===== config.mk =====
export PLATFORM = sky130hd
export DESIGN_NAME = dut_host
export DESIGN_NICKNAME = d
export VERILOG_FILES = /design/src/rtl/dut_host.sv
export SDC_FILE = /design/constraint.sdc
export NUM_CORES = 1
export LEC_CHECK = 0
export ABC_CLOCK_PERIOD_IN_PS = 2850
export CORE_UTILIZATION = 50
export DETAILED_ROUTE_END_ITERATION = 16
export PLACE_DENSITY_LB_ADDON = 0.25
export SLEW_MARGIN = 0
export SYNTH_ARGS = -nofsm -noshare
export SYNTH_HDL_FRONTEND = slang
export SYNTH_SLANG_ARGS = --single-unit

===== constraint.sdc =====
create_clock -name CLK -period 2.85 [get_ports CLK]
set_clock_uncertainty 0.05 [all_clocks]
set_input_delay 0.855 -clock CLK [delete_from_list [all_inputs] [get_ports CLK]]
set_output_delay 0.855 -clock CLK [all_outputs]
set_load 0.005 [all_outputs]

===== src/rtl/dut_host.sv =====
// dut_host: handshake host that pushes an operand pair into a polled slave and returns one result bit
module dut_host #(
    parameter int POLL_LIMIT = 255
) (
    input  logic       CLK,
    input  logic       RST_N,
    input  logic       req_valid,
    output logic       req_ready,
    input  logic       req_a,
    input  logic       req_b,
    output logic       rsp_valid,
    input  logic       rsp_ready,
    output logic       rsp_y,
    output logic       rsp_err,
    output logic [2:0] write_address,
    output logic       write_data,
    output logic       write_en,
    input  logic       write_rdy,
    output logic [2:0] read_address,
    output logic       read_en,
    input  logic       read_data,
    input  logic       read_rdy,
    output logic [7:0] txn_count
);
    typedef enum logic [2:0] {IDLE, POLL_A, WR_A, POLL_B, WR_B, POLL_Y, RD_Y, RSP} state_t;

    localparam logic [7:0] LIMIT = 8'(POLL_LIMIT);

    state_t     r_state, w_next;
    logic       r_a, r_b, r_rsp_y, r_rsp_err;
    logic [7:0] r_poll, r_txn, w_poll_inc;
    logic       w_is_poll, w_poll_miss, w_timeout;

    assign w_is_poll   = (r_state == POLL_A) || (r_state == POLL_B) || (r_state == POLL_Y);
    assign w_poll_miss = w_is_poll && read_rdy && !read_data;
    assign w_poll_inc  = (r_poll == 8'hFF) ? r_poll : r_poll + 8'd1;
    assign w_timeout   = w_poll_miss && (w_poll_inc >= LIMIT);
    assign rsp_y       = r_rsp_y;
    assign rsp_err     = r_rsp_err;
    assign txn_count   = r_txn;

    // state register
    always_ff @(posedge CLK or negedge RST_N) begin
        if (!RST_N) r_state <= IDLE;
        else        r_state <= w_next;
    end

    // next-state: polls only advance on a granted read, writes only on a granted write
    always_comb begin
        w_next = r_state;
        case (r_state)
            IDLE:    if (req_valid) w_next = POLL_A;
            POLL_A:  if (read_rdy) w_next = read_data ? WR_A : (w_timeout ? RSP : POLL_A);
            WR_A:    if (write_rdy) w_next = POLL_B;
            POLL_B:  if (read_rdy) w_next = read_data ? WR_B : (w_timeout ? RSP : POLL_B);
            WR_B:    if (write_rdy) w_next = POLL_Y;
            POLL_Y:  if (read_rdy) w_next = read_data ? RD_Y : (w_timeout ? RSP : POLL_Y);
            RD_Y:    if (read_rdy) w_next = RSP;
            RSP:     if (rsp_ready) w_next = IDLE;
            default: w_next = IDLE;
        endcase
    end

    // outputs decoded from state; strobes gated by the slave ready
    always_comb begin
        req_ready     = (r_state == IDLE);
        rsp_valid     = (r_state == RSP);
        read_en       = (w_is_poll || (r_state == RD_Y)) && read_rdy;
        write_en      = ((r_state == WR_A) || (r_state == WR_B)) && write_rdy;
        read_address  = (r_state == POLL_B) ? 3'd1 :
                        (r_state == POLL_Y) ? 3'd2 :
                        (r_state == RD_Y)   ? 3'd3 : 3'd0;
        write_address = (r_state == WR_A) ? 3'd4 : (r_state == WR_B) ? 3'd5 : 3'd0;
        write_data    = (r_state == WR_A) ? r_a : (r_state == WR_B) ? r_b : 1'b0;
    end

    // operand latch, saturating poll counter, result and transaction count
    always_ff @(posedge CLK or negedge RST_N) begin
        if (!RST_N) begin
            r_a       <= 1'b0;
            r_b       <= 1'b0;
            r_poll    <= 8'd0;
            r_rsp_y   <= 1'b0;
            r_rsp_err <= 1'b0;
            r_txn     <= 8'd0;
        end else begin
            if (r_state == IDLE && req_valid) begin
                r_a    <= req_a;
                r_b    <= req_b;
                r_poll <= 8'd0;
            end
            if (write_en) r_poll <= 8'd0;
            if (w_poll_miss) r_poll <= w_poll_inc;
            if (w_timeout) begin
                r_rsp_y   <= 1'b0;
                r_rsp_err <= 1'b1;
            end
            if (r_state == RD_Y && read_rdy) begin
                r_rsp_y   <= read_data;
                r_rsp_err <= 1'b0;
            end
            if (r_state == RSP && rsp_ready) r_txn <= r_txn + 8'd1;
        end
    end
endmodule

==> flow_metrics.tcl, run 1 <==
set metrics [dict create \
    outcome "finished, final reports clean" \
    mostFrequentLayoutCells "25 x clkdlybuf4s50_1, 20 x dfrtp_1, 19 x nand2_1" \
    dr_wl_met2_mm 1.48 \
    final_common_cell "clkdlybuf4s50_1" \
    die_y_um 54.8 \
    drive_gt1_share_pct 12.8 \
    ant_nets 0 \
    synth_seq_cells 23 \
    drt_pass1_iterations 4 \
    maxCapViolations 0 \
    clockBufferDepth 2 \
    cp_max_fo 2 \
    vias 1181 \
    overflow 0 \
    finalSetupViolCount 0 \
    rows 18 \
    power_uw 1310 \
    tritoncts "done" \
    cts-root-buf "clkbuf_4" \
    grt_max_degree 24 \
    rsz0062_at_grt "false" \
    final.min_clock_period_ps 2670 \
    path_delay_family "buffers and inverters" \
    antenna_cells 0 \
    worst-setup-path-type "input port to primary output" \
    core-area_um2 2570 \
    nets 191 \
    cp-start-kind "input port" \
    fin_crit_sh_pct 93.8 \
    crit_chain "clkdlybuf4s50_1 > nor3b_2 > dlygate4sd2_1" \
    cts_sinks 23 \
    synth-main-ff-cell "dfrtp_1" \
    highest_layer "met4" \
    antenna_found_initial 0 \
    drtIter0Drc 30 \
    ios 30 \
    regArea_um2 579 \
    path_clk_slew_ps 120 \
    synth_area_per_cell_um2 9.31 \
    clock_latency_ps 300 \
    start_util_pct 54.4 \
    synth_cells 150 \
    first_global_vias 1064 \
    min_path_type "flop to flop" \
    ys_seq_area_share_pct 41.2 \
    async_flop_share_pct 100 \
    grt_pass1_wl_mm 4.79 \
    drc_errors 0 \
    yosysWarnings 0 \
    fmax_mhz 374 \
    port-buffer-count 27 \
    vdd_drop_max_uv 543 \
    cp-end-kind "primary output" \
    synth_cell_type_count 46 \
    maxSlewViolCount 0 \
    wirelength_mm 3.04 \
    dp.final_hpwl_mm 2.27 \
    numCtsBuffers 3 \
    finalSetupTns_ps 0 \
    hold_viol_final 0 \
    fp.dieW_um 54.8 \
    critPathArrivalTime_ps 1770 \
    syn_to_final_growth_pct 24.3 \
    grtUsageTotal_pct 22.5 \
    p_leak_uw 0.000754 \
    p_per_area_nw_per_um2 756 \
    slowest_stage "clkdlybuf4s50_1" \
    gp_congestion 0.873 \
    cpPeakStageDelay_ps 460 \
    fillers 208 \
    routedWlPerCell_um 14.5 \
    fin_area_um2 1740 \
    wl_met3_um 115 \
    drt-vias-per-instance 5.65 \
    syn_area_um2 1400 \
    post_cts_buffers 0 \
    placed_area_um2 1700 \
    hold_buffers 0 \
    htree_levels 1 \
    die_area_um2 3010 \
    multi_input_area_um2 756 \
    path_buf_inv 2 \
    cp_data_required_time_ps 1950 \
    met1_length_mm 1.43 \
    synth_edf_count 0 \
]
-- per-stage QoR --
| stage | utilization, % | worst slack (ps) | std cells | hold WS (ps) |
|---|---|---|---|---|
| after detailed placement | 66.3 | -206 | 205 | 424 |
| final | 67.6 | 176 | 209 | 442 |
| after global routing | 67.6 | 84.7 | 209 | 465 |
| after global placement | 66.3 | -155 | 205 | 416 |
| after floorplan | - | 795 | 151 | 418 |
| after CTS | 67.5 | 26.6 | 209 | 442 |
-- cells in the mapped netlist (2+ instances only) --
cell type  number  area share, %
xor2_1          5            3.1
nor3b_1         2            1.1
buf_6           2            1.6
nand4_1         4            1.8
buf_2           2           0.72
mux2i_1         2            1.4
and3_1          4            1.8
o21ai_0         3            1.1
dfrtp_1        23             41
inv_1           2           0.54
nand2_1        19            5.1
and2_1          4            1.8
xnor2_1         7            4.4
clkbuf_1        4            1.1
a21oi_1        10            3.6
a31oi_1         2           0.90
mux2_2          3            2.4
nor3_1          3            1.1
nand3b_1        4            2.2
buf_4           2            1.1
ha_1            2            1.8
a41oi_1         2            1.3
nor2_1          9            2.4
nand3_1         7            2.5
o21bai_1        2            1.1
-- sequential cells by signal, summed over array words and instances (netlist names) --
| signal | cells |
|---|---|
| r_poll | 8 |
| r_state | 3 |
| txn_count | 8 |
| rsp_y | 1 |
| rsp_err | 1 |
| r_b | 1 |
| r_a | 1 |
-- layer usage --
| layer | GRT usage (%) | vias up |
|---|---|---|
| met3 | 4.72 | 2 |
| met2 | 37.1 | 31 |
| met4 | 5.98 | 0 |
| li1 | - | 587 |
| met1 | 29.5 | 561 |
| met5 | 0 | - |
-- area by class of cell --
class	count	area share, %
well taps	30	2.16
flip-flops and latches	23	33.4
clock buffers	3	1.30
inverters	2	0.433
clock inverters	1	0.288
multi-input cells	115	43.5
repair buffers	35	18.9
-- path summary, 6_finish.rpt --
check / start / endpoint / slack, ps / depth (start not counted)
min reg2reg: txn_count[7]$_DFFE_PN0P_ / txn_count[7]$_DFFE_PN0P_ / 440 / 1
max: write_rdy / write_en / 180 / 3
max reg2reg: r_poll[0]$_DFFE_PN0P_ / r_state[2]$_DFFE_PN0P_ / 650 / 6
min in group asynchronous: RST_N / r_poll[1]$_DFFE_PN0P_ / 850 / 2
max in group asynchronous: RST_N / r_state[1]$_DFFE_PN0P_ / 1660 / 2
min: txn_count[7]$_DFFE_PN0P_ / txn_count[7]$_DFFE_PN0P_ / 440 / 1
-- report_power, final --
| group | internal (µW) | switching, µW |
|---|---|---|
| registers | 404 | 144 |
| clock network | 52.3 | 93.7 |
| logic | 360 | 257 |
-- kinds of logic after synthesis --
logic type               count (synthesis)  share of synthesized area [%]
buffers and inverters                   13                           5.29
AND/OR/NAND/NOR                         63                           24.1
flip-flops                              23                           41.2
multiplexers                             5                           3.85
other                                    1                          0.269
adder cells (fa/ha/maj)                  2                           1.79
XOR/XNOR                                12                           7.53
AO/OA/AOI/OAI                           31                           16.0
-- repair_timing --
| action | 4_1_cts | 5_1_grt |
|---|---|---|
| setup endpoints to repair | 2 | 2 |
| gates resized for setup | 4 | 2 |
| pin swaps | 0 | 0 |
(Power assumes the default switching activity.)
==> run 2, diff against run 1 <==
CORE_MARGIN = 5   (was unset)
CTS_CLUSTER_SIZE = 16   (was unset)
SKIP_CTS_REPAIR_TIMING = 1   (was unset)
==> run 2 against run 1 <==
Against the previous run:
- worst setup slack got worse by 45 ps
- cell count increased by 0.96%
- die area increased by 31%
- utilization decreased by 2.7 points
- register-to-register slack got worse by 20 ps
- global-route usage decreased by 6.2 points
- cell area increased by 1.3%
- maximum frequency decreased by 1.7%
- count of clock-buffer cells in the layout unchanged
- worst hold slack got worse by 13 ps
- clock power about the same
- via count increased by 1.0%
- largest power group unchanged
==> flow_metrics.tcl, run 2 (synthesis results as in run 1) <==
set metrics [dict create \
    outcome "finished, final reports clean" \
    drt_pass1_iterations 4 \
    drtIter0Drc 85 \
    drt-vias-per-instance 5.65 \
    path_buf_inv 2 \
    p_per_area_nw_per_um2 757 \
    vias 1193 \
    overflow 0 \
    fp.dieW_um 62.8 \
    wirelength_mm 2.98 \
    rsz0062_at_grt "false" \
    htree_levels 1 \
    p_leak_uw 0.000785 \
    routedWlPerCell_um 14.1 \
    crit_chain "buf_4 > nand3b_1 > a21oi_1 > clkdlybuf4s50_1" \
    setup_ws_ps 131 \
    port-buffer-count 27 \
    antenna_found_initial 0 \
    grt_max_degree 24 \
    final_common_cell "clkdlybuf4s50_1" \
    cp-end-kind "primary output" \
    placed_area_um2 1710 \
    cts-root-buf "clkbuf_4" \
    critPathArrivalTime_ps 1810 \
    hold_ws_ps 429 \
    cts_sinks 23 \
    finalSetupViolCount 0 \
    core-area_um2 2710 \
    slowest_stage "clkdlybuf4s50_1" \
    antenna_cells 0 \
    clock_latency_ps 310 \
    die_y_um 62.8 \
    numCtsBuffers 3 \
    drive_gt1_share_pct 13.3 \
    cpPeakStageDelay_ps 520 \
    place_ws_ps -207 \
    cp-start-kind "flop" \
    ios 30 \
    fmax_mhz 368 \
    first_global_vias 1169 \
    fin_crit_sh_pct 95.4 \
    gp_congestion 0.854 \
    final.min_clock_period_ps 2720 \
    grtUsageTotal_pct 16.3 \
    path_delay_family "buffers and inverters" \
    rows 19 \
    syn_to_final_growth_pct 25.9 \
    drc_errors 0 \
    hold_viol_final 0 \
    cp_data_required_time_ps 1950 \
    dp.final_hpwl_mm 2.25 \
    start_util_pct 51.5 \
    maxSlewViolCount 0 \
    nets 192 \
    mostFrequentLayoutCells "25 x clkdlybuf4s50_1, 20 x dfrtp_1, 19 x nand2_1" \
    die_area_um2 3950 \
    finalSetupTns_ps 0 \
    clockBufferDepth 2 \
    grt_pass1_wl_mm 5.39 \
    vdd_drop_max_uv 620 \
    path_clk_slew_ps 120 \
    finalCoreUtilization_pct 64.9 \
    min_path_type "flop to flop" \
    maxCapViolations 0 \
    worst-setup-path-type "flop to primary output" \
    tritoncts "done" \
    cp_max_fo 11 \
    fin_area_um2 1760 \
    ant_nets 0 \
]
-- run 2: changes by cell type in the layout (fill, tap and decap cells not counted) --
cell and change:
nor3b_2 -1, nor3b_4 +1, dlymetal6s2s_1 +2, buf_4 +1, dlygate4sd2_1 -2
-- run 2: cell type report --
class,count,area (µm²)
Clock inverter,1,5.00
Sequential cell,23,579
Timing Repair Buffer,36,343
Clock buffer,3,22.5
Fill cell,238,952
Multi-Input combinational cell,115,762
Tap cell,31,38.8
Inverter,2,7.51
-- run 2: worst paths after layout --
path / start / endpoint / slack [ps] / cells after the start
setup / recovery: r_state[1]$_DFFE_PN0P_ / write_data / 130 / 4
hold / removal: txn_count[7]$_DFFE_PN0P_ / txn_count[7]$_DFFE_PN0P_ / 430 / 1
setup reg to reg: r_poll[0]$_DFFE_PN0P_ / r_state[2]$_DFFE_PN0P_ / 630 / 6
hold reg to reg: txn_count[7]$_DFFE_PN0P_ / txn_count[7]$_DFFE_PN0P_ / 430 / 1
max in group asynchronous: RST_N / r_state[1]$_DFFE_PN0P_ / 1660 / 2
min in group asynchronous: RST_N / r_state[0]$_DFFE_PN0P_ / 840 / 2
-- run 2: report_power, final --
part           internal (µW)  leakage [µW]  switching, µW
sequential               404      0.000301            137
combinational            377      0.000467            265
clock                   52.4     0.0000177           96.1
total                    834      0.000785            498
-- run 2: routing by layer --
metal | global-route usage (%) | wire length [µm] | up-vias
li1 | - | - | 593
met1 | 21.9 | 1380 | 558
met2 | 26.0 | 1400 | 36
met3 | 3.06 | 152 | 6
met4 | 6.10 | 38 | 0
met5 | 0 | 0 | -
-- run 2: metrics by stage --
| stage | std cells | total power, µW |
|---|---|---|
| after floorplan | 151 | 900 |
| after global placement | 207 | 1150 |
| after detailed placement | 207 | 1180 |
| after CTS | 211 | 1330 |
| after global routing | 211 | 1450 |
| final | 211 | 1330 |
-- run 2: worst register-to-register path, cell delays in order (launching register included) --
cell and delay, ps:
dfrtp_1 460, ha_1 320, and4_1 300, a211o_1 310
a2111oi_4 360, nand3_1 160, o22ai_1 190
